$ cat src/rtl/row_driver_seq.sv
// ============================================================================
// Module      : row_driver_seq
// Description : Word-line sequencer issuing WRITE / MAC bursts and CAM searches.
// Revision    : 1.0 - initial release
// ============================================================================
`default_nettype none

module row_driver_seq #(
  parameter int ROWS = 16,
  parameter int AW   = $clog2(ROWS)
) (
  input  logic            clk,
  input  logic            rst_n,
  input  logic            preb,
  input  logic            cs,
  input  logic            start,
  input  logic [1:0]      mode,
  input  logic            read_bar,
  input  logic [AW-1:0]   addr,
  input  logic [AW-1:0]   burst_len,
  input  logic [ROWS-1:0] data,
  output logic [ROWS-1:0] WL,
  output logic [ROWS-1:0] WLB,
  output logic            busy,
  output logic            done,
  output logic [AW-1:0]   row_idx
);

  typedef enum logic [1:0] {
    S_IDLE   = 2'd0,
    S_ACTIVE = 2'd1,
    S_DONE   = 2'd2
  } state_t;

  localparam logic [1:0] c_mode_write = 2'b00;
  localparam logic [1:0] c_mode_mac   = 2'b01;
  localparam logic [1:0] c_mode_cam   = 2'b10;
  localparam logic [1:0] c_mode_rsvd  = 2'b11;

  state_t          r_state;
  logic [1:0]      r_mode;
  logic            r_read_bar;
  logic [ROWS-1:0] r_data;
  logic [AW-1:0]   r_row;
  logic [AW-1:0]   r_remaining;
  logic [ROWS-1:0] r_wl;
  logic [ROWS-1:0] r_wlb;

  logic            w_accept;
  logic [AW-1:0]   w_next_row;
  logic [ROWS-1:0] w_first_wl;
  logic [ROWS-1:0] w_first_wlb;
  logic [ROWS-1:0] w_next_wl;
  logic [ROWS-1:0] w_next_wlb;

  // Word-line pair for one row; CAM ignores the row and drives the key.
  function automatic logic [2*ROWS-1:0] f_pattern(
    input logic [1:0]      m,
    input logic            rb,
    input logic [ROWS-1:0] d,
    input logic [AW-1:0]   r
  );
    logic [ROWS-1:0] oh;
    logic [ROWS-1:0] wl;
    logic [ROWS-1:0] wlb;
    oh  = {{(ROWS-1){1'b0}}, 1'b1} << r;
    wl  = '0;
    wlb = '0;
    case (m)
      c_mode_write: begin
        wl  = oh;
        wlb = oh;
      end
      c_mode_mac: begin
        if (rb) wlb = oh;
        else    wl  = oh;
      end
      c_mode_cam: begin
        wl  = d;
        wlb = ~d;
      end
      default: begin
        wl  = '0;
        wlb = '0;
      end
    endcase
    return {wl, wlb};
  endfunction

  assign w_accept   = start && (mode != c_mode_rsvd);
  assign w_next_row = r_row + 1'b1;
  assign {w_first_wl, w_first_wlb} = f_pattern(mode, read_bar, data, addr);
  assign {w_next_wl, w_next_wlb}   = f_pattern(r_mode, r_read_bar, r_data, w_next_row);

  always_ff @(posedge clk or negedge rst_n) begin
    if (!rst_n) begin
      r_state     <= S_IDLE;
      r_mode      <= c_mode_write;
      r_read_bar  <= 1'b0;
      r_data      <= '0;
      r_row       <= '0;
      r_remaining <= '0;
      r_wl        <= '0;
      r_wlb       <= '0;
    end else if (!cs) begin
      r_state     <= S_IDLE;
      r_row       <= '0;
      r_remaining <= '0;
      r_wl        <= '0;
      r_wlb       <= '0;
    end else begin
      case (r_state)
        S_IDLE: begin
          if (w_accept) begin
            r_state     <= S_ACTIVE;
            r_mode      <= mode;
            r_read_bar  <= read_bar;
            r_data      <= data;
            r_row       <= addr;
            r_remaining <= (mode == c_mode_cam) ? '0 : burst_len;
            r_wl        <= w_first_wl;
            r_wlb       <= w_first_wlb;
          end
        end
        S_ACTIVE: begin
          // Precharge cycles hold everything; only preb-high edges consume a row.
          if (preb) begin
            if (r_remaining != '0) begin
              r_row       <= w_next_row;
              r_remaining <= r_remaining - 1'b1;
              r_wl        <= w_next_wl;
              r_wlb       <= w_next_wlb;
            end else begin
              r_state <= S_DONE;
              r_row   <= '0;
              r_wl    <= '0;
              r_wlb   <= '0;
            end
          end
        end
        S_DONE: begin
          r_state <= S_IDLE;
          r_wl    <= '0;
          r_wlb   <= '0;
        end
        default: begin
          r_state <= S_IDLE;
          r_wl    <= '0;
          r_wlb   <= '0;
        end
      endcase
    end
  end

  assign WL      = preb ? r_wl  : '0;
  assign WLB     = preb ? r_wlb : '0;
  assign busy    = (r_state == S_ACTIVE);
  assign done    = (r_state == S_DONE);
  assign row_idx = busy ? r_row : '0;

endmodule

`default_nettype wire

$ cat config.mk
export PLATFORM = sky130hd
export DESIGN_NAME = row_driver_seq
export DESIGN_NICKNAME = d
export VERILOG_FILES = /design/src/rtl/row_driver_seq.sv
export SDC_FILE = /design/constraint.sdc
export NUM_CORES = 1
export LEC_CHECK = 0
export ABC_AREA = 0
export BUFFER_PORTS_ARGS = -buffer_cell sky130_fd_sc_hd__buf_2
export CAP_MARGIN = 20
export CORE_MARGIN = 4
export CORE_UTILIZATION = 61
export CTS_CLUSTER_DIAMETER = 100
export CTS_CLUSTER_SIZE = 10
export DETAILED_ROUTE_END_ITERATION = 16
export GPL_ROUTABILITY_DRIVEN = 0
export GPL_TIMING_DRIVEN = 0
export PLACE_DENSITY = 0.86
export SYNTH_ARGS = -nofsm -noshare
export SYNTH_HDL_FRONTEND = slang
export SYNTH_SLANG_ARGS = --single-unit
$ cat constraint.sdc
create_clock -name clk -period 3.5 [get_ports clk]
set_clock_uncertainty 0.15 [all_clocks]
set_input_delay 0.35 -clock clk [delete_from_list [all_inputs] [get_ports clk]]
set_output_delay 0.35 -clock clk [all_outputs]
set_load 0.005 [all_outputs]
==> qor.yml <==
run_status:
  outcome: "completed"
floorplanning:
  ios: 70
  height_of_the_die_um: 90.6
  number_of_placement_rows: 29
  fp.dieArea_um2: 8210
  start_util: 0.641
  core_region_area_um2: 6490
  fp.dieW_um: 90.6
global_routing:
  number_of_global_route_vias_before_repair: 3644
  globalRouteOverflowTotal: 0
  aggregate_global_route_resource_usage: 0.290
  first_pass_grt_wire_length_um: 18900
  grt_start_max_net_pins: 42
  grt_antenna_before_repair: 0
logic_synthesis:
  syn-cell-area_um2: 4160
  synth.mux.area_fraction: 0.0514
  synth-warning-count: 0
  synth_nets: 452
  syn_area_per_cell_um2: 10.1
  synth_top_family_by_area: "compound AO/OA/AOI/OAI gates"
  yosysUniqueCellTypes: 54
  number_of_flops_mapped_to_enable_cells_by_yosys: 0
  synthArstFlopShare: 1.00
  post_synth_and_or_nand_nor_area_fraction: 0.182
  synth_compound_area_frac: 0.256
  seq_cells_post_synth: 61
  seq_area_frac_synth: 0.367
  synth-adder-area-share: 0.0210
  post_synth_xor_area_fraction: 0.0138
  ys.flop_type: "dfrtp_1"
  post_synth_inst_count: 413
power:
  p_total_mw: 2.32
  worst_supply_voltage_drop_on_vdd_v: 0.000345
  power-per-cell-area_nw_per_um2: 482
  cellLeakagePower_nw: 2.19
detailed_routing:
  wl_met3_um: 1230
  antenna_violating_nets_post_route: 0
  via_per_inst: 6.66
  wl_per_cell_um: 20.4
  drt_pass1_iterations: 6
  detailroute.wirelength.met2_um: 5350
  drt_iter0_markers: 435
  drt-met1-wl_um: 4740
  top_layer: "met4"
  detail_route.wirelength_um: 11700
  drc_errors_left: 0
  dr_total_vias: 3823
final_layout:
  final_design_area_no_fill_um2: 4830
  syn2layout_area_growth_pct: 16.0
  area.sequential_um2: 1530
  multi_input_comb_area_um2: 2180
  drive_gt1_frac: 0.296
  diodes: 0
  layout.nets: 531
  num-fill-cells: 452
timing:
  finalHoldWorstSlack_ns: 0.109
  rsz0062_at_grt: "no"
  tightestPinTransition_ns: 0.722
  post-route-worst-setup-slack_ns: 1.23
  setup-tns-final_ns: 0
  period_needed_ns: 2.27
  maxClockFrequency_mhz: 441
  finalSetupViolations: 0
  finalMaxSlewViolations: 0
  timing.final.crit_share: 0.648
  hold_viol_final: 0
  timing.max_slew.rel_slack: 0.516
critical_path:
  timing.critical_path.from: "r_state[0]"
  crit_type: "reg2out"
  critical_path_s_slowest_cell: "dfrtp_1"
  critPathRequiredTime_ns: 3.00
  critPathCaptureType: "output pin"
  setup.worst_path.start_class: "flip-flop"
  cp_data_arrival_time_ns: 1.77
  crit_path_frequent_cell: "buf_2"
  crit_path_cells: "buf_6 > nand2b_1 > buf_2 > buf_2 > inv_1 > and2_1 > buf_2"
  critical_path_peak_fanout: 10
  worst_stage_delay_on_the_critical_path_ns: 0.40
  reg2reg_launch_point: "r_remaining[0]"
placed_design:
  place.detailed.hpwl_um: 8600
  post_dp_cell_area_um2: 4600
  port_buffers: 65
  detailedPlace.worstSlack_ns: 1.29
worst_hold_path:
  min-delay-path-class: "in2reg"
  hold_path.startpoint: "data[3]"
clock_network:
  cts.path.max_buffers: 2
  numCtsBuffers: 9
  post-cts-setup-buffers: 0
  post_cts_resized: 0
  cts_tree: "built"
  clock_insertion_delay_worst_skew_ns: 0.34
  cts_htree_levels: 3
  clock_root_buffer: "clkbuf_8"
  cts.clk_slew.worst_paths_ns: 0.07
  clock_sink_count: 61
flow_run:
  maxCapViolCount: 0
[state kept, by name (all words and copies together), names as in the netlist]
name and flops:
r_data 16, r_mode 2, r_read_bar 1, r_remaining 4, r_row 4, r_state 2
r_wl 16, r_wlb 16
[cells in the mapped netlist (all sizes together), types with 2 or more instances]
master         number  area share
mux2               19       0.051
xnor2               3      0.0099
clkdlybuf4s25       4      0.0096
a32oi              32       0.067
a22oi              17       0.031
o21ai               6      0.0072
dfrtp              61        0.37
nand2              38       0.034
nor2               25       0.023
a21boi              3      0.0081
o2bb2ai             4      0.0084
nand3               5       0.010
and3b               3      0.0066
nand2b              2      0.0030
bufbuf              2       0.016
ha                  7       0.021
a21oi              21       0.025
nor4bb              2      0.0048
a211oi              2      0.0036
o221ai             32       0.082
nor3b               8       0.019
buf                19       0.037
clkbuf             14       0.028
inv                21       0.019
nor3                8       0.011
nor2b               6      0.0090
and2               35       0.053
[critical path: cells and delay by family, from the launching register on]
family	cells	cell delay [ns]
simple gates	2	0.22
buf+inv	5	0.80
flops	1	0.40
[path summary, 6_finish.rpt]
path / end / slack (ns) / depth (start not counted)
worst max-delay path: row_idx[2] / 1.23 / 7
worst min-delay path: r_data[3] / 0.11 / 2
worst max register to register: r_wl[2] / 1.26 / 7
worst min register to register: r_wlb[8] / 0.34 / 2
max in group asynchronous: r_data[13] / 2.28 / 3
min in group asynchronous: r_remaining[0] / 0.34 / 2
[where the power goes]
group          total [mW]  leakage (nW)  switching (mW)  internal (mW)
sequential          0.889         0.800          0.0881          0.801
clock               0.684         0.101           0.284          0.401
combinational       0.751          1.29           0.438          0.313
total                2.32          2.19           0.810           1.51
[cell usage in the layout (no fill, tap or decap), types with 6 or more instances in the layout]
cell type and count:
a21oi_1 21, a22oi_1 17, a32oi_1 32, and2_1 35, buf_2 73, buf_6 8
clkbuf_1 9, clkbuf_8 15, dfrtp_1 61, ha_1 7, inv_1 21, mux2_1 11
mux2_2 8, nand2_1 38, nor2_1 25, nor2b_1 6, nor3_1 7, o21ai_0 6
o221ai_1 22, o221ai_2 10
[kinds of logic (layout without fill, tap and decap cells)]
family / count (synthesis) / count (layout)
AND/OR/NAND/NOR: 135 / 135
buffers and inverters: 60 / 144
multiplexers: 19 / 19
XOR/XNOR: 4 / 4
flip-flops: 61 / 61
adder cells (fa/ha/maj): 7 / 7
AO/OA/AOI/OAI: 127 / 127
[stage by stage]
step                      instances  utilization
after floorplan                 413            -
after global placement          555        0.706
after detailed placement        556        0.709
after CTS                       573        0.742
after global routing            574        0.743
final                           574        0.743
[routing by layer]
layer / track usage / vias up
li1: - / 1709
met1: 0.386 / 1789
met2: 0.446 / 276
met3: 0.0633 / 49
met4: 0.148 / 0
met5: 0 / -
[what timing repair did]
item | 4_1_cts | 5_1_grt
setup endpoints to repair | 0 | 0
hold buffers | 1 | 0
hold endpoints to repair | 20 | 0
[layout make-up]
class,instances,share of cell area
Tap cell,77,0.0200
Sequential cell,61,0.316
Multi-Input combinational cell,292,0.453
Inverter,21,0.0163
Clock inverter,4,0.0150
Clock buffer,12,0.0280
Buffer,39,0.0772
Timing Repair Buffer,68,0.0747
Note: power is estimated with default switching activity, not from simulation.
